`config.mk`:
```
export PLATFORM = sky130hd
export DESIGN_NAME = fetch_stage
export DESIGN_NICKNAME = d
export VERILOG_FILES = /design/src/rtl/mips_pkg.sv /design/src/rtl/bht.sv /design/src/rtl/fetch_stage.sv
export SDC_FILE = /design/constraint.sdc
export NUM_CORES = 1
export LEC_CHECK = 0
export CAP_MARGIN = 20
export CORE_MARGIN = 2
export CORE_UTILIZATION = 31
export DETAILED_ROUTE_END_ITERATION = 6
export HOLD_SLACK_MARGIN = 0.15
export PLACE_DENSITY = 0.78
export SYNTH_ARGS = -nofsm -noshare
export SYNTH_HDL_FRONTEND = slang
export SYNTH_SLANG_ARGS = --single-unit
```
`constraint.sdc`:
```
create_clock -name CLK -period 1.9 [get_ports CLK]
set_input_delay 0.38 -clock CLK [delete_from_list [all_inputs] [get_ports CLK]]
set_output_delay 0.38 -clock CLK [all_outputs]
set_load 0.005 [all_outputs]
```
`src/rtl/mips_pkg.sv`:
```
// Shared MIPS front-end definitions: branch opcodes, branch-history counter
// type and its saturating update rule.
package mips_pkg;

    localparam logic [5:0] OP_BEQ = 6'h04;
    localparam logic [5:0] OP_BNE = 6'h05;

    typedef logic [1:0] bht_ctr_t;

    // Weakly not-taken: one taken outcome flips the prediction.
    localparam bht_ctr_t CTR_WEAK_NT = 2'b01;

    // Only conditional branches have a meaningful dynamic prediction.
    function automatic logic is_cond_branch(input logic [5:0] opcode);
        logic res;
        case (opcode)
            OP_BEQ:  res = 1'b1;
            OP_BNE:  res = 1'b1;
            default: res = 1'b0;
        endcase
        return res;
    endfunction

    // Two-bit saturating counter step towards the resolved outcome.
    function automatic bht_ctr_t ctr_update(input bht_ctr_t ctr, input logic taken);
        bht_ctr_t res;
        if (taken) begin
            res = (ctr == 2'b11) ? 2'b11 : ctr + 2'd1;
        end else begin
            res = (ctr == 2'b00) ? 2'b00 : ctr - 2'd1;
        end
        return res;
    endfunction

endpackage

```
`src/rtl/bht.sv`:
```
// Branch history table: one 2-bit saturating counter per entry.
// Ports:
//   clk_i, rst_ni        clock, async active-low reset (all counters -> 01)
//   rd_idx_i / rd_ctr_o  combinational lookup; returns the pre-update value
//                        when the same entry is written this cycle
//   wr_idx_i, wr_taken_i, wr_en_i  counter update applied at the clock edge
module bht
    import mips_pkg::*;
#(
    parameter  int ENTRIES = 64,
    localparam int IDX_W   = $clog2(ENTRIES)
) (
    input  logic             clk_i,
    input  logic             rst_ni,
    input  logic [IDX_W-1:0] rd_idx_i,
    output bht_ctr_t         rd_ctr_o,
    input  logic [IDX_W-1:0] wr_idx_i,
    input  logic             wr_taken_i,
    input  logic             wr_en_i
);

    bht_ctr_t ctr_q [ENTRIES];
    bht_ctr_t wr_ctr_d;

    assign wr_ctr_d = ctr_update(ctr_q[wr_idx_i], wr_taken_i);
    assign rd_ctr_o = ctr_q[rd_idx_i];

    // Counter storage: bulk reset to weakly not-taken, single-entry update.
    always_ff @(posedge clk_i or negedge rst_ni) begin
        if (!rst_ni) begin
            for (int i = 0; i < ENTRIES; i++) begin
                ctr_q[i] <= CTR_WEAK_NT;
            end
        end else if (wr_en_i) begin
            ctr_q[wr_idx_i] <= wr_ctr_d;
        end
    end

endmodule

```
`src/rtl/fetch_stage.sv`:
```
// Instruction fetch stage with optional dynamic branch prediction.
// Build option: define FETCH_BHT_EN to include the branch history table;
// otherwise prediction is static not-taken and the BR_* inputs are ignored.
// Ports:
//   CLK, RST_N            clock, async active-low reset (PC -> RESET_PC)
//   STALL                 hold the PC
//   REDIRECT, REDIRECT_PC EX correction; highest priority next-PC source
//   BR_VALID/BR_PC/BR_TAKEN  resolved conditional branch, trains the BHT
//   IM_DATA / IM_ADDR     combinational instruction memory interface
//   PC_OUT, IR_OUT, PREDICT_OUT  to IF/ID
//   FLUSH                 clears IF/ID and ID/EX, mirrors REDIRECT
module fetch_stage
    import mips_pkg::*;
#(
    parameter int          BHT_ENTRIES = 64,
    parameter logic [31:0] RESET_PC    = 32'h0000_0000
) (
    input  logic        CLK,
    input  logic        RST_N,
    input  logic        STALL,
    input  logic        REDIRECT,
    input  logic [31:0] REDIRECT_PC,
    input  logic        BR_VALID,
    input  logic [31:0] BR_PC,
    input  logic        BR_TAKEN,
    input  logic [31:0] IM_DATA,
    output logic [31:0] IM_ADDR,
    output logic [31:0] PC_OUT,
    output logic [31:0] IR_OUT,
    output logic        PREDICT_OUT,
    output logic        FLUSH
);

    localparam int IDX_W = $clog2(BHT_ENTRIES);

    logic [31:0]      pc_q;
    logic [31:0]      pc_d;
    logic [31:0]      pc_plus4_s;
    logic [31:0]      target_s;
    logic             predict_s;
    logic [IDX_W-1:0] rd_idx_s;

    assign rd_idx_s   = pc_q[IDX_W+1:2];
    assign pc_plus4_s = pc_q + 32'd4;
    // Branch offset is relative to the delay-slot address (PC+4).
    assign target_s   = pc_plus4_s + {{14{IM_DATA[15]}}, IM_DATA[15:0], 2'b00};

`ifdef FETCH_BHT_EN
    bht_ctr_t rd_ctr_s;
    logic     unused_s;

    bht #(
        .ENTRIES (BHT_ENTRIES)
    ) u_bht (
        .clk_i      (CLK),
        .rst_ni     (RST_N),
        .rd_idx_i   (rd_idx_s),
        .rd_ctr_o   (rd_ctr_s),
        .wr_idx_i   (BR_PC[IDX_W+1:2]),
        .wr_taken_i (BR_TAKEN),
        .wr_en_i    (BR_VALID)
    );

    assign predict_s = is_cond_branch(IM_DATA[31:26]) & rd_ctr_s[1];
    assign unused_s  = ^{IM_DATA[25:16], rd_ctr_s[0], BR_PC};
`else
    logic unused_s;

    assign predict_s = 1'b0;
    assign unused_s  = ^{IM_DATA, rd_idx_s, BR_VALID, BR_PC, BR_TAKEN};
`endif

    // Next-PC selection: redirect beats stall beats predicted-taken.
    always_comb begin
        pc_d = pc_plus4_s;
        if (REDIRECT) begin
            pc_d = REDIRECT_PC;
        end else if (STALL) begin
            pc_d = pc_q;
        end else if (predict_s) begin
            pc_d = target_s;
        end else begin
            pc_d = pc_plus4_s;
        end
    end

    // Program counter register.
    always_ff @(posedge CLK or negedge RST_N) begin
        if (!RST_N) begin
            pc_q <= RESET_PC;
        end else begin
            pc_q <= pc_d;
        end
    end

    assign IM_ADDR     = pc_q;
    assign PC_OUT      = pc_plus4_s;
    assign IR_OUT      = IM_DATA;
    assign PREDICT_OUT = predict_s;
    assign FLUSH       = REDIRECT;

endmodule

```
==> impl_metrics.yaml <==
run_status:
  status: "finished, violations left"
  failed_checks: "setup timing"
logic_synthesis:
  seq_area_frac_synth_pct: 30.5
  synth_area_um2: 2630
  yosysWarnings: 0
  yosys-top-cells-area: "dfrtp_1 (30%), buf_4 (12%), xor2_1 (8.3%), xnor2_1 (4.7%), nor2_1 (4.3%)"
  ys_seq_elements: 32
  syn_inst: 315
  synth_area_per_cell_um2: 8.34
  synth_cell_type_count: 40
  synth_most_common_cell: "buf_4"
  synth.net_count: 418
  synth_edf_count: 0
  synth_common_cells: "buf_4 (43), dfrtp_1 (32), nor2_1 (30), xor2_1 (25), nand2_1 (24)"
  async_reset_ff_share_pct: 100
  synth_flop_cell: "dfrtp_1"
  netlist.area_leader.share_pct: 30.5
  synth_area_leader_cell: "dfrtp_1"
clock_tree:
  clock_latency_ps: 300
  clockRootBuffer: "clkbuf_8"
  path_clk_slew_ps: 80
  clockBufferDepth: 2
  cts_sinks: 32
  cts_buffers: 5
  cts_tree: "yes"
  h-tree-depth: 2
routing:
  drt_iter0_markers: 198
  totalWireLength_um: 12100
  drc: 0
  drt_first_pass_iters: 4
  via_count: 3426
  post_drt_wl_per_cell_um: 19.3
  drtAntennaViolNets: 0
  routed_via_density: 5.49
sta:
  relSlewSlack_pct: 57.9
  hold_ws_ps: 509
  fmax_mhz: 418
  finalCriticalPeriod_ps: 2390
  final.setup.worst_slack_ps: -492
  setup_viol: 33
  fin_skew_ps: 11.6
  post-route-period-util_pct: 126
  worstMarginPinSlew_ps: 626
  rsz0062_at_grt: "yes"
  hold_viol_final: 0
  drv_slew: 0
pwr:
  pwr-share-seq_pct: 32.9
  internal_power_w: 0.00164
  switching_share_pct: 33.1
  peakVddDrop_v: 0.000326
  leakage_nw: 2.32
  comb_power_share_pct: 43.7
  powerDensity_nw_per_um2: 488
  p_sw_w: 0.000812
  clkPwrFrac_pct: 23.4
floorplan:
  dieArea_um2: 9220
  fp.dieW_um: 96.0
  placementRows: 33
  chipHeight_um: 96.0
  coreArea_um2: 8220
  start_util_pct: 32.0
  num_io_pins: 200
cells_and_area:
  areaGrowthSynthToFinish_pct: 91.4
  final_util_pct: 61.2
  antenna_cells: 0
  nFillCells: 632
  drive_above_1_share_pct: 46.1
  num-nets-final: 621
  largest_reg_flops: 32
  final_cell_area_um2: 5030
  final-seq-area_um2: 805
  multi_input_area_um2: 1770
critical_path:
  endpoint_kind: "output pin"
  critPathRequiredTime_ps: 1520
  worstReg2RegEnd: "IM_ADDR[21]"
  worstReg2RegStart: "IM_ADDR[15]"
  ff2ff_setup_slack_ps: -280
  path_max_fanout: 3
  startpoint_type: "flop"
  r2r_cells: 9
  worstSetupPathType: "reg -> out"
  worst_ep_arrival_time_ps: 2010
placement:
  place_congestion: 0.862
  io_buffers: 100
  dp_hpwl_um: 6670
  dpl_cell_area_um2: 4040
grt:
  grt_pass1_vias: 3323
  globalRouteOverflowTotal: 0
  grt_max_degree: 29
  grt_pass1_wl_um: 16600
  grt.total_usage_pct: 23.5
  antenna_found_initial: 0
flow_run:
  maxCapViolations: 0
worst_hold_path:
  min_path_type: "in -> async"
==> how the worst max path moves through the flow <==
stage,startpoint,slack [ps],end,cells past startpoint
after floorplan,IM_ADDR[6],3,PC_OUT[23],7
final,IM_ADDR[15],-490,PC_OUT[23],8
after global routing,IM_ADDR[15],-590,PC_OUT[23],8
after global placement,IM_ADDR[15],-490,PC_OUT[27],5
after detailed placement,IM_ADDR[15],-490,PC_OUT[27],5
after CTS,IM_ADDR[16],-350,PC_OUT[31],8
==> worst max-delay path, stage by stage (launching register included) <==
cell	delay [ps]
dfrtp_1	430
buf_6	130
and4_1	220
nand4_1	170
buf_6	170
buf_6	120
nor3_4	130
xor2_1	200
buf_2	140
==> layer usage <==
metal / wire length, µm / track usage [%] / part of all wire, % / vias to the layer above
li1: - / - / - / 1497
met2: 6080 / 41.1 / 50 / 223
met5: 0 / 0 / 0 / -
met3: 1020 / 5.01 / 8.4 / 56
met1: 4440 / 27.3 / 37 / 1650
met4: 520 / 10.5 / 4.3 / 0
==> final cells by class <==
| class | count | share of cell area, % |
|---|---|---|
| clock buffer | 8 | 1.79 |
| timing repair buffer | 253 | 44.2 |
| sequential | 32 | 16.0 |
| inverter | 2 | 0.149 |
| tap | 105 | 2.61 |
| multi-input combinational | 224 | 35.3 |
==> per-stage QoR <==
step	total power, W	cells	setup TNS (ps)	setup slack, ps
floorplan	0.00119	315	0	3.27
global placement	0.00169	544	-11570	-486
detailed placement	0.00172	544	-12510	-488
CTS	0.00233	599	-4130	-348
global route	0.00256	624	-9850	-594
finish	0.00245	624	-7300	-492
==> power groups by stage <==
stage                     registers, W  logic [W]  clock network [W]
final                         0.000806    0.00107           0.000574
after CTS                     0.000800   0.000973           0.000559
after detailed placement      0.000812   0.000906                  0
after global routing          0.000811    0.00113           0.000614
after floorplan               0.000845   0.000345                  0
after global placement        0.000808   0.000886                  0
==> placed cells by master (no fill, tap or decap), types with 2 or more instances in the layout <==
cell type        instances
dlygate4sd2_1            4
nand3_4                  3
and3_1                   4
nand3_1                  4
or4_1                    9
dfrtp_2                  3
o31ai_1                 13
or4_4                    4
buf_12                   2
clkbuf_1                 2
buf_4                  104
xnor2_1                 14
xor2_1                  25
o21ai_0                 15
dfrtp_1                 29
buf_8                    2
nor2_4                   8
nor2_1                  21
nand2_1                 23
and4_4                   4
or3_4                    2
or2_4                    2
buf_6                   44
clkbuf_8                 6
clkdlybuf4s50_1         65
nor4_2                   2
nor3_4                  13
and2_1                   2
or3_1                    3
buf_2                   28
a31oi_1                 15
dlymetal6s2s_1           3
a21oi_1                  2
nand4_1                 13
mux2_2                   2
==> what timing repair did <==
item,4_1_cts,5_1_grt
buffers inserted,49,30
hold buffers,1,0
cloned,2,1
pin swaps,64,45
resized for setup,185,45
setup endpoints to repair,38,45
endpoints found under the hold margin,10,0
==> cells by family (layout without fill, tap and decap cells) <==
family                     after synthesis  in the layout  synth area share, %
buffers and inverters                   61            263                 16.0
xor gates and xnor gates                39             39                 13.0
DFF                                     32             32                 30.5
adders and majority gates                1              1                0.476
muxes                                    3              3                 1.24
AOI/OAI and AO/OA                       48             48                 11.5
other                                    1              1                0.143
and+or+nand+nor                        130            132                 27.2
Note: power is estimated with default switching activity, not from simulation.
